## src/rtl/vga_pkg.sv

```systemverilog
// -----------------------------------------------------------------------------
// vga_pkg
// Shared definitions for the VGA pattern generator: pattern-mode encodings,
// colour field widths and packed pixel type, named colours, and the default
// 640x480@60 timing (25 MHz pixel rate from a 50 MHz board clock).
// -----------------------------------------------------------------------------
package vga_pkg;

    localparam int R_W = 3;
    localparam int G_W = 3;
    localparam int B_W = 2;

    typedef enum logic [1:0] {
        MODE_STRIPES = 2'b00,
        MODE_CHECKER = 2'b01,
        MODE_SOLID   = 2'b10,
        MODE_BALL    = 2'b11
    } mode_e;

    // Field order matches the 8-bit solid colour input {r, g, b}.
    typedef struct packed {
        logic [R_W-1:0] r;
        logic [G_W-1:0] g;
        logic [B_W-1:0] b;
    } rgb_t;

    localparam rgb_t RGB_BLACK = '{r: '0, g: '0, b: '0};
    localparam rgb_t RGB_WHITE = '{r: '1, g: '1, b: '1};
    localparam rgb_t RGB_RED   = '{r: '1, g: '0, b: '0};
    localparam rgb_t RGB_BLUE  = '{r: '0, g: '0, b: '1};

    localparam int DEF_CLK_DIV   = 2;
    localparam int DEF_H_VISIBLE = 640;
    localparam int DEF_H_FP      = 16;
    localparam int DEF_H_SYNC    = 96;
    localparam int DEF_H_BP      = 48;
    localparam int DEF_V_VISIBLE = 480;
    localparam int DEF_V_FP      = 10;
    localparam int DEF_V_SYNC    = 2;
    localparam int DEF_V_BP      = 33;
    localparam int DEF_CW        = 10;
    localparam int DEF_BALL_SIZE = 8;

endpackage

```

## src/rtl/vga_pattern_gen_if.sv

```systemverilog
// -----------------------------------------------------------------------------
// vga_pattern_gen_if
// Video output bundle of the pattern generator.
//   hsync, vsync        sync pulses
//   red, green, blue    pixel colour (3/3/2 bits)
//   hc, vc              coordinates of the pixel currently on red/green/blue
//   vidon               high while that pixel is in the visible area
//   frame_start         one-mclk pulse per frame
// master: the generator driving the connector; slave: anything observing it.
// -----------------------------------------------------------------------------
interface vga_pattern_gen_if
    import vga_pkg::*;
#(
    parameter int CW = DEF_CW
) ();

    logic           hsync;
    logic           vsync;
    logic [R_W-1:0] red;
    logic [G_W-1:0] green;
    logic [B_W-1:0] blue;
    logic [CW-1:0]  hc;
    logic [CW-1:0]  vc;
    logic           vidon;
    logic           frame_start;

    modport master (
        output hsync, vsync, red, green, blue, hc, vc, vidon, frame_start
    );

    modport slave (
        input hsync, vsync, red, green, blue, hc, vc, vidon, frame_start
    );

endinterface

```

## src/rtl/vga_timing.sv

```systemverilog
// -----------------------------------------------------------------------------
// vga_timing
// Pixel-clock-enable divider plus horizontal/vertical counters with sync and
// visible-area decode. All outputs describe the current (unregistered) counts.
//   mclk, clr_n    clock and synchronous active-low reset
//   pix_en         one mclk in every CLK_DIV; counters advance on it
//   hcnt, vcnt     current pixel / line count (visible area starts at 0)
//   hsync, vsync   decoded sync levels for hcnt/vcnt
//   visible        hcnt/vcnt inside the visible area
//   frame_wrap     pix_en on which the counters wrap to (0,0)
// -----------------------------------------------------------------------------
module vga_timing
    import vga_pkg::*;
#(
    parameter int CLK_DIV   = DEF_CLK_DIV,
    parameter int H_VISIBLE = DEF_H_VISIBLE,
    parameter int H_FP      = DEF_H_FP,
    parameter int H_SYNC    = DEF_H_SYNC,
    parameter int H_BP      = DEF_H_BP,
    parameter int V_VISIBLE = DEF_V_VISIBLE,
    parameter int V_FP      = DEF_V_FP,
    parameter int V_SYNC    = DEF_V_SYNC,
    parameter int V_BP      = DEF_V_BP,
    parameter bit SYNC_POL  = 1'b0,
    parameter int CW        = DEF_CW
) (
    input  logic          mclk,
    input  logic          clr_n,
    output logic          pix_en,
    output logic [CW-1:0] hcnt,
    output logic [CW-1:0] vcnt,
    output logic          hsync,
    output logic          vsync,
    output logic          visible,
    output logic          frame_wrap
);

    localparam int H_TOTAL = H_VISIBLE + H_FP + H_SYNC + H_BP;
    localparam int V_TOTAL = V_VISIBLE + V_FP + V_SYNC + V_BP;
    // A 1-bit divider that never leaves 0 keeps pix_en permanently high for CLK_DIV=1.
    localparam int DW      = (CLK_DIV > 1) ? $clog2(CLK_DIV) : 1;

    localparam logic [DW-1:0] DIV_LAST     = DW'(CLK_DIV - 1);
    localparam logic [CW-1:0] H_LAST       = CW'(H_TOTAL - 1);
    localparam logic [CW-1:0] V_LAST       = CW'(V_TOTAL - 1);
    localparam logic [CW-1:0] H_VIS        = CW'(H_VISIBLE);
    localparam logic [CW-1:0] V_VIS        = CW'(V_VISIBLE);
    localparam logic [CW-1:0] H_SYNC_FIRST = CW'(H_VISIBLE + H_FP);
    localparam logic [CW-1:0] H_SYNC_LAST  = CW'(H_VISIBLE + H_FP + H_SYNC - 1);
    localparam logic [CW-1:0] V_SYNC_FIRST = CW'(V_VISIBLE + V_FP);
    localparam logic [CW-1:0] V_SYNC_LAST  = CW'(V_VISIBLE + V_FP + V_SYNC - 1);

    logic [DW-1:0] div_q, div_d;
    logic [CW-1:0] hcnt_q, hcnt_d;
    logic [CW-1:0] vcnt_q, vcnt_d;
    logic          h_last, v_last;

    assign pix_en = (div_q == DIV_LAST);
    assign h_last = (hcnt_q == H_LAST);
    assign v_last = (vcnt_q == V_LAST);

    // NOTE: every signal written here gets a value before any branch, so no latch is inferred.
    always_comb begin
        div_d  = pix_en ? '0 : div_q + 1'b1;
        hcnt_d = hcnt_q;
        vcnt_d = vcnt_q;
        if (pix_en) begin
            if (h_last) begin
                hcnt_d = '0;
                vcnt_d = v_last ? '0 : vcnt_q + 1'b1;
            end else begin
                hcnt_d = hcnt_q + 1'b1;
            end
        end
    end

    // NOTE: state registers use non-blocking assignments so every flop samples pre-edge values.
    always_ff @(posedge mclk) begin
        if (!clr_n) begin
            div_q  <= '0;
            hcnt_q <= '0;
            vcnt_q <= '0;
        end else begin
            div_q  <= div_d;
            hcnt_q <= hcnt_d;
            vcnt_q <= vcnt_d;
        end
    end

    assign hcnt       = hcnt_q;
    assign vcnt       = vcnt_q;
    assign hsync      = (hcnt_q >= H_SYNC_FIRST && hcnt_q <= H_SYNC_LAST) ? SYNC_POL : ~SYNC_POL;
    assign vsync      = (vcnt_q >= V_SYNC_FIRST && vcnt_q <= V_SYNC_LAST) ? SYNC_POL : ~SYNC_POL;
    assign visible    = (hcnt_q < H_VIS) && (vcnt_q < V_VIS);
    assign frame_wrap = pix_en && h_last && v_last;

endmodule

```

## src/rtl/vga_pattern_gen.sv

```systemverilog
// -----------------------------------------------------------------------------
// vga_pattern_gen
// VGA timing plus a one-stage pattern renderer (stripes, checkerboard, solid
// colour, bouncing ball). The render stage registers coordinates, syncs,
// vidon and colour together on pix_en, so they always describe one pixel.
//   mclk, clr_n   board clock and synchronous active-low reset
//   mode          pattern select (vga_pkg::mode_e encoding)
//   color         solid-mode colour {r[2:0], g[2:0], b[1:0]}
//   vga           video output bundle (master side)
// -----------------------------------------------------------------------------
module vga_pattern_gen
    import vga_pkg::*;
#(
    parameter int CLK_DIV   = DEF_CLK_DIV,
    parameter int H_VISIBLE = DEF_H_VISIBLE,
    parameter int H_FP      = DEF_H_FP,
    parameter int H_SYNC    = DEF_H_SYNC,
    parameter int H_BP      = DEF_H_BP,
    parameter int V_VISIBLE = DEF_V_VISIBLE,
    parameter int V_FP      = DEF_V_FP,
    parameter int V_SYNC    = DEF_V_SYNC,
    parameter int V_BP      = DEF_V_BP,
    parameter bit SYNC_POL  = 1'b0,
    parameter int CW        = DEF_CW,
    parameter int BALL_SIZE = DEF_BALL_SIZE
) (
    input  logic              mclk,
    input  logic              clr_n,
    input  logic [1:0]        mode,
    input  logic [7:0]        color,
    vga_pattern_gen_if.master vga
);

    localparam logic [CW-1:0] BX_MAX   = CW'(H_VISIBLE - BALL_SIZE);
    localparam logic [CW-1:0] BY_MAX   = CW'(V_VISIBLE - BALL_SIZE);
    localparam logic [CW:0]   BALL_EXT = (CW + 1)'(BALL_SIZE);

    typedef struct packed {
        logic [CW-1:0] pos;
        logic          neg;   // 1: moving towards 0
    } axis_t;

    // One frame step of a bouncing coordinate: reverse at an edge and move in
    // the new direction within the same update.
    function automatic axis_t bounce(input axis_t cur, input logic [CW-1:0] max_pos);
        axis_t nxt;
        nxt.neg = (cur.neg ? (cur.pos == '0) : (cur.pos == max_pos)) ? ~cur.neg : cur.neg;
        nxt.pos = nxt.neg ? cur.pos - 1'b1 : cur.pos + 1'b1;
        return nxt;
    endfunction

    logic          pix_en, frame_wrap, visible, h_sync, v_sync;
    logic [CW-1:0] hcnt, vcnt;

    vga_timing #(
        .CLK_DIV  (CLK_DIV),
        .H_VISIBLE(H_VISIBLE), .H_FP(H_FP), .H_SYNC(H_SYNC), .H_BP(H_BP),
        .V_VISIBLE(V_VISIBLE), .V_FP(V_FP), .V_SYNC(V_SYNC), .V_BP(V_BP),
        .SYNC_POL (SYNC_POL),
        .CW       (CW)
    ) u_timing (
        .mclk      (mclk),
        .clr_n     (clr_n),
        .pix_en    (pix_en),
        .hcnt      (hcnt),
        .vcnt      (vcnt),
        .hsync     (h_sync),
        .vsync     (v_sync),
        .visible   (visible),
        .frame_wrap(frame_wrap)
    );

    axis_t         bx_q, by_q;
    logic [CW-1:0] hc_q, vc_q;
    logic          hsync_q, vsync_q, vidon_q, frame_start_q;
    rgb_t          rgb_q, rgb_d;
    logic          in_ball;

    // Widened by one bit so bx+BALL_SIZE cannot wrap near the counter limit.
    assign in_ball = ({1'b0, hcnt} >= {1'b0, bx_q.pos}) && ({1'b0, hcnt} < {1'b0, bx_q.pos} + BALL_EXT)
                  && ({1'b0, vcnt} >= {1'b0, by_q.pos}) && ({1'b0, vcnt} < {1'b0, by_q.pos} + BALL_EXT);

    always_comb begin
        rgb_d = RGB_BLACK;
        if (visible) begin
            case (mode_e'(mode))
                MODE_STRIPES: rgb_d = vcnt[4] ? RGB_BLUE : RGB_RED;
                MODE_CHECKER: rgb_d = (hcnt[5] ^ vcnt[5]) ? RGB_WHITE : RGB_BLACK;
                MODE_SOLID:   rgb_d = rgb_t'(color);
                MODE_BALL:    rgb_d = in_ball ? RGB_WHITE : RGB_BLACK;
                default:      rgb_d = RGB_BLACK;
            endcase
        end
    end

    always_ff @(posedge mclk) begin
        if (!clr_n) begin
            hc_q          <= '0;
            vc_q          <= '0;
            hsync_q       <= ~SYNC_POL;
            vsync_q       <= ~SYNC_POL;
            vidon_q       <= 1'b0;
            rgb_q         <= RGB_BLACK;
            frame_start_q <= 1'b0;
            bx_q          <= '{pos: '0, neg: 1'b0};
            by_q          <= '{pos: '0, neg: 1'b0};
        end else begin
            // Registered every mclk so the pulse is one mclk wide, not one pixel.
            frame_start_q <= frame_wrap;
            if (pix_en) begin
                hc_q    <= hcnt;
                vc_q    <= vcnt;
                hsync_q <= h_sync;
                vsync_q <= v_sync;
                vidon_q <= visible;
                rgb_q   <= rgb_d;
            end
            // The wrap pixel is never visible, so moving the ball here cannot tear it.
            if (frame_wrap) begin
                bx_q <= bounce(bx_q, BX_MAX);
                by_q <= bounce(by_q, BY_MAX);
            end
        end
    end

    assign vga.hc          = hc_q;
    assign vga.vc          = vc_q;
    assign vga.hsync       = hsync_q;
    assign vga.vsync       = vsync_q;
    assign vga.vidon       = vidon_q;
    assign vga.red         = rgb_q.r;
    assign vga.green       = rgb_q.g;
    assign vga.blue        = rgb_q.b;
    assign vga.frame_start = frame_start_q;

endmodule
```

## src/flat_wrapper.sv

```systemverilog
// flat-port wrapper written by rule: the top's interface ports become plain ports
module vga_pattern_gen_flat import vga_pkg::*;
#(
    parameter int CLK_DIV   = DEF_CLK_DIV,
    parameter int H_VISIBLE = DEF_H_VISIBLE,
    parameter int H_FP      = DEF_H_FP,
    parameter int H_SYNC    = DEF_H_SYNC,
    parameter int H_BP      = DEF_H_BP,
    parameter int V_VISIBLE = DEF_V_VISIBLE,
    parameter int V_FP      = DEF_V_FP,
    parameter int V_SYNC    = DEF_V_SYNC,
    parameter int V_BP      = DEF_V_BP,
    parameter bit SYNC_POL  = 1'b0,
    parameter int CW        = DEF_CW,
    parameter int BALL_SIZE = DEF_BALL_SIZE
)
  (mclk, clr_n, mode, color, vga_hsync, vga_vsync, vga_red, vga_green, vga_blue, vga_hc, vga_vc, vga_vidon, vga_frame_start);
  vga_pattern_gen_if #(.CW(CW)) vga_i ();
  input  logic mclk;
  input  logic clr_n;
  input  logic [1:0] mode;
  input  logic [7:0] color;
  output wire logic [$bits(vga_i.hsync)-1:0] vga_hsync;
  output wire logic [$bits(vga_i.vsync)-1:0] vga_vsync;
  output wire logic [$bits(vga_i.red)-1:0] vga_red;
  output wire logic [$bits(vga_i.green)-1:0] vga_green;
  output wire logic [$bits(vga_i.blue)-1:0] vga_blue;
  output wire logic [$bits(vga_i.hc)-1:0] vga_hc;
  output wire logic [$bits(vga_i.vc)-1:0] vga_vc;
  output wire logic [$bits(vga_i.vidon)-1:0] vga_vidon;
  output wire logic [$bits(vga_i.frame_start)-1:0] vga_frame_start;
  assign vga_hsync = vga_i.hsync;
  assign vga_vsync = vga_i.vsync;
  assign vga_red = vga_i.red;
  assign vga_green = vga_i.green;
  assign vga_blue = vga_i.blue;
  assign vga_hc = vga_i.hc;
  assign vga_vc = vga_i.vc;
  assign vga_vidon = vga_i.vidon;
  assign vga_frame_start = vga_i.frame_start;
  vga_pattern_gen #(.CLK_DIV(CLK_DIV), .H_VISIBLE(H_VISIBLE), .H_FP(H_FP), .H_SYNC(H_SYNC), .H_BP(H_BP), .V_VISIBLE(V_VISIBLE), .V_FP(V_FP), .V_SYNC(V_SYNC), .V_BP(V_BP), .SYNC_POL(SYNC_POL), .CW(CW), .BALL_SIZE(BALL_SIZE)) u_core (.mclk(mclk), .clr_n(clr_n), .mode(mode), .color(color), .vga(vga_i));
endmodule
```

## config.mk

```make
export PLATFORM = sky130hd
export DESIGN_NAME = vga_pattern_gen_flat
export DESIGN_NICKNAME = d
export VERILOG_FILES = /design/src/rtl/vga_pkg.sv /design/src/rtl/vga_pattern_gen_if.sv /design/src/rtl/vga_timing.sv /design/src/rtl/vga_pattern_gen.sv /design/src/flat_wrapper.sv
export SDC_FILE = /design/constraint.sdc
export NUM_CORES = 1
export LEC_CHECK = 0
export BUFFER_PORTS_ARGS = -buffer_cell sky130_fd_sc_hd__buf_2
export CAP_MARGIN = 20
export CORE_MARGIN = 3
export CORE_UTILIZATION = 67
export CTS_BUF_LIST = sky130_fd_sc_hd__clkbuf_2 sky130_fd_sc_hd__clkbuf_4 sky130_fd_sc_hd__clkbuf_8
export DETAILED_ROUTE_END_ITERATION = 8
export PLACE_DENSITY = 0.88
export SYNTH_ARGS = -nofsm -noshare
export SYNTH_HDL_FRONTEND = slang
export SYNTH_SLANG_ARGS = --single-unit
export TNS_END_PERCENT = 30
```

## constraint.sdc

```tcl
create_clock -name mclk -period 9.4 [get_ports mclk]
set_input_delay 1.41 -clock mclk [delete_from_list [all_inputs] [get_ports mclk]]
set_output_delay 1.41 -clock mclk [all_outputs]
set_load 0.02 [all_outputs]
```

# Word-level counts from Yosys, hierarchy flattened

Index checks and enable logic that the tools add are counted.

Register bits: 75

Reductions and logical operators: 13
Mux-type cells: 15
Add/sub/neg operators: 9
$lt $le $gt $ge: 10
Equality and inequality tests: 7
Bitwise gates (word level): 4

Operators by type and width:

| kind                                                                               | number |
|---|---|
| 10-bit by 1-bit adder with 10-bit output (second input constant)                   | 4 |
| 10-bit 2-to-1 mux                                                                  | 4 |
| 8-bit 2-to-1 mux                                                                   | 4 |
| 8-bit case mux with 4 select lines                                                 | 1 |
| 10-bit == test (second input constant)                                             | 3 |
| 10-bit by 4-bit adder with 11-bit output (second input constant)                   | 2 |
| 10-bit by 11-bit < comparator with 1-bit output                                    | 2 |
| 10-bit >= comparator                                                               | 2 |
| 10-bit zero test                                                                   | 2 |
| 10-bit by 1-bit subtractor with 10-bit output (second input constant)              | 2 |
| 10-bit by 9-bit == test with 1-bit output (second input constant)                  | 1 |
| 10-bit >= comparator (second input constant)                                       | 1 |
| 10-bit by 9-bit >= comparator with 1-bit output (second input constant)            | 1 |
| 10-bit less-or-equal comparator (second input constant)                            | 1 |
| 10-bit by 9-bit less-or-equal comparator with 1-bit output (second input constant) | 1 |
| 10-bit < comparator (second input constant)                                        | 1 |
| 10-bit by 9-bit < comparator with 1-bit output (second input constant)             | 1 |
| 1-bit logical AND                                                                  | 8 |
| 1-bit 2-to-1 mux                                                                   | 6 |
| 2-bit == test (second input constant)                                              | 2 |
| 1-bit NOT                                                                          | 3 |
| 2-bit by 1-bit == test with 1-bit output (second input constant)                   | 1 |
| 2-bit zero test                                                                    | 1 |
| 2-bit AND reduction                                                                | 1 |
| 3 further kinds                                                                    | 3 |

# Depth between registers and ports, before layout

Depth in word-level cells: 8
Mapped depth: 11

# Hierarchy

Synthesis repeated with hierarchy kept, for this count alone.

Cells, all modules: 569
Area, all modules: 4,902.2 µm²

Modules (own cells, without submodules):

| module          | times used | cells an instance | area each (µm²) | sequential area each (µm²) |
|---|---|---|---|---|
| vga_pattern_gen | 1          | 441               | 3,779.9         | 1,081.0 |
| vga_timing      | 1          | 128               | 1,122.3         | 420.4 |

# Worst setup path after synthesis

Ideal clock, no wire load.

Path type: reg-to-reg
Start: register u_core.bx_q[6] (netlist bit)
End: register u_core.bx_q[9] (netlist bit)
Stages on the path, launching flop included: 12
Setup slack: 5.848 ns
Data required time: 9.272 ns
Path buffers: 1
Arrival: 3.424 ns
Clock period less this slack: 3.552 ns
Setup time: 0.128 ns
Cell sequence: dfxtp_1 clkbuf_1 and4_1 a31oi_1 a311oi_1 ha_1 a21o_1 a21oi_1 o21ai_1 o41ai_1 mux2i_1 o31ai_1

Cells in the longest elaborated chain, start to end: 4

RTL lines:

| element                                                                          | line                   | text |
|---|---|---|
| from (decl)                                                                      | vga_pattern_gen.sv:73  | `axis_t bx_q, by_q;` |
| from (signal assigned)                                                           | vga_pattern_gen.sv:105 | `bx_q <= '{pos: '0, neg: 1'b0};` |
| from (signal assigned)                                                           | vga_pattern_gen.sv:120 | `bx_q <= bounce(bx_q, BX_MAX);` |
| branches (longest 3 deep; another with 10-bit by 1-bit adder with 10-bit output) | n/a                    |  |
| 10-bit 2-to-1 mux *                                                              | vga_pattern_gen.sv:48  | `nxt.pos = nxt.neg ? cur.pos - 1'b1 : cur.pos + 1'b1;` |

Mark *: on every way between the ends.
A chain may end at the register's enable or synchronous reset.

# Worst setup path in the final report

Start: register u_core.by_q[2] (netlist bit)
End: register u_core.by_q[9] (netlist bit)

Cells in the longest elaborated chain, start to end: 4

RTL lines:

| element                                                                          | line                   | text |
|---|---|---|
| from (decl)                                                                      | vga_pattern_gen.sv:73  |  |
| from (signal assigned)                                                           | vga_pattern_gen.sv:106 | `by_q <= '{pos: '0, neg: 1'b0};` |
| from (signal assigned)                                                           | vga_pattern_gen.sv:121 | `by_q <= bounce(by_q, BY_MAX);` |
| branches (longest 3 deep; another with 10-bit by 1-bit adder with 10-bit output) | n/a                    |  |
| 10-bit 2-to-1 mux *                                                              | vga_pattern_gen.sv:48  |  |

Marks and branches as above.

==> run metrics <==
TNS Setup=0 ns; Syn Inst Count=583; Final period util=39.1%; Area Growth Syn to Fin=9.69%; most used cell, CP=or4_4; Final Util=76.9%; Worst slew margin=37.3%; Skew-Pair Late Insertion Delay=0.36 ns; P_int=467 uW; synth warn=0; Worst EP required=9.61 ns; Reg power frac=51.9%; Nets=690; CP bufs+invs=0; Sw Ratio=25.9%; Die ar.=8240 um^2; GR Util All Layers=28.8%; # setup viols final=0; syn avg cell area=8.26 um^2; Bufs on Longest Clock Path=2; post-DP HPWL=8320 um; CP Max Fanout=11; I/O pins=44; drt drc=0; classification of the worst-slack hold path=reg2reg; WS Path Type=reg2reg; Post-CTS Hold Buffers=0; pwr/cell area=119 nW/um^2; Critical Path AT=3.88 ns; post-synth top area share=31.2%; Slowest cell on crit path=or4_4; Starting Density=70.1%; Cell Chain, Critical Path=or4_4, or4_4, o21ai_2, ha_1, a21o_1, a21oi_1, o21ai_1, o41ai_1, mux2i_1, o31ai_1; # clock sinks=75; synth unique cells=52; die width=90.8 um; Clk pwr share=41.1%; Synth Flop Type=dfxtp_1; area of the multi-input gates=3100 um^2; run status=finished clean; Clock Skew=0.0113 ns; max-slew violations=0; first-pass detailed-route iteration total=5; fmax=0.272 GHz; GR Overflow Total=0; final wirelength=11400 um; max_cap viols=0; Worst path max stage delay=0.56 ns; H-tree lvl count=3; Rows=30; DR WL/cell=15.8 um; antenna-violating nets left=0; top cells by area, synth=dfxtp_1 31%, ha_1 15%, nor2_1 5.6%; Post-CTS Resized=0; vias per cell=6.07; number of synthesized register bits=75; Max VDD drop=82.4 uV; PnR Total Power=630 uW; via count=4370; most frequent cell after synthesis=dfxtp_1; Die Y=90.8 um; sequential fraction of the synthesis area=31.2%; CTS tree=done; WHS=0.455 ns; number of flops mapped to enable cells by yosys=0; initial antenna violation count=0; first-pass GRT wire length=19800 um; Hold Fails Final Rpt=0; Worst Setup End Kind=flip-flop; Num CTS Buffers=9; DRT iter0 DRCs=280; Leak=2.28 nW; Reg area=1500 um^2; Post-synth top cells=75 x dfxtp_1, 72 x nor2_1, 57 x ha_1; pin count of the biggest net entering global routing=49; Slew @ Worst Pin=0.937 ns; vias in the first global route=4382; RSZ-0062 raised after global routing=no; CP top delay family=compound AO/OA/AOI/OAI gates; crit path launch type=flip-flop; share of cells above drive strength 1=11.2%; Post-synth ARST share=0%; post-route minimum period=3.68 ns; area leader, netlist=dfxtp_1; IO buf count=43; n_diodes=0; Root Driver=clkbuf_8; Syn Nets=654; Placer Congestion=0.869; Layout fillers=500; Core Region=6870 um^2; # Post-CTS Setup Buffers=0; Synth Cell Area=4820 um^2; Worst-path clk slew=0.09 ns; Logic pwr share=6.9%; Psw=163 uW
worst paths after layout:
kind / startpoint / to / slack, ns / depth (start not counted)
setup reg to reg: u_core.by_q[2] / u_core.by_q[9] / 5.72 / 10
hold / removal: u_core.vga.hsync / u_core.vga.hsync / 0.46 / 2
hold reg to reg: u_core.vga.hsync / u_core.vga.hsync / 0.46 / 2
setup / recovery: u_core.by_q[2] / u_core.by_q[9] / 5.72 / 10
registers in the layout, summed over array words and instances, names as in the netlist, 2 cells and up:
name and flops:
u_core.by_q 11, u_core.bx_q 11, u_core.u_timing.vcnt 10, u_core.vga.blue 2, u_core.vga.red 3, u_core.vga.green 3, u_core.vga.hc 10, u_core.u_timing.hcnt 10
u_core.vga.vc 10
placed cells by master (no fill, tap or decap), types with 16 or more instances in the layout:
| cell | Yosys | layout |
|---|---|---|
| inv_1 | 31 | 31 |
| mux2i_1 | 24 | 24 |
| buf_2 | 3 | 43 |
| ha_1 | 57 | 57 |
| o21ai_1 | 16 | 16 |
| nor2_1 | 72 | 72 |
| xor2_1 | 17 | 17 |
| a21oi_1 | 35 | 35 |
| xnor2_1 | 23 | 23 |
| nand3_1 | 21 | 21 |
| nand2_1 | 50 | 50 |
| dfxtp_1 | 75 | 75 |
worst reg2reg max path, delay by kind of cell, from the launching register on:
| kind | cells | cell delay, ns |
|---|---|---|
| flip-flops | 1 | 0.37 |
| multiplexers | 1 | 0.24 |
| adder cells (fa/ha/maj) | 1 | 0.38 |
| AND/OR/NAND/NOR | 2 | 1.05 |
| AO/OA/AOI/OAI | 6 | 1.49 |
through the flow:
stage / worst slack (ns) / instances / cell area, um^2
2_1_floorplan: 5.85 / 583 / 4820
3_3_place_gp: 5.86 / 704 / 5080
3_5_place_dp: 5.74 / 704 / 5080
4_1_cts: 5.70 / 720 / 5280
5_1_grt: 5.42 / 720 / 5280
6_report: 5.72 / 720 / 5280
cell type report:
class	instances	share of cell area, %
multi-input cells	455	58.8
clock inverters	6	1.35
flip-flops and latches	75	28.4
inverters	33	2.34
well taps	96	2.27
repair buffers	45	4.36
clock buffers	10	2.49
cells by family (layout without fill, tap and decap cells):
| logic type | count (synthesis) | after routing | share of synthesized area, % |
|---|---|---|---|
| AOI/OAI and AO/OA | 119 | 119 | 15.5 |
| xor gates and xnor gates | 40 | 40 | 7.27 |
| adders and majority gates | 59 | 59 | 15.6 |
| buffers and inverters | 53 | 94 | 4.36 |
| DFF | 75 | 75 | 31.2 |
| muxes | 24 | 24 | 4.99 |
| and+or+nand+nor | 213 | 213 | 21.1 |
metal layers:
metal / vias to the layer above / GRT usage [%] / share of wire, %
met2: 121 / 51.6 / 50
met5: - / 0 / 0
met3: 26 / 4.75 / 4.4
met4: 0 / 13.1 / 2.2
met1: 2072 / 33.6 / 43
li1: 2151 / - / -
power groups by stage:
stage | Sequential [mW] | Combinational, mW | Clock (mW)
floorplan | 0.336 | 0.0291 | 0
global placement | 0.334 | 0.0414 | 0
detailed placement | 0.335 | 0.0429 | 0
CTS | 0.327 | 0.0430 | 0.262
global route | 0.328 | 0.0477 | 0.276
finish | 0.327 | 0.0435 | 0.259
(Power assumes the default switching activity.)
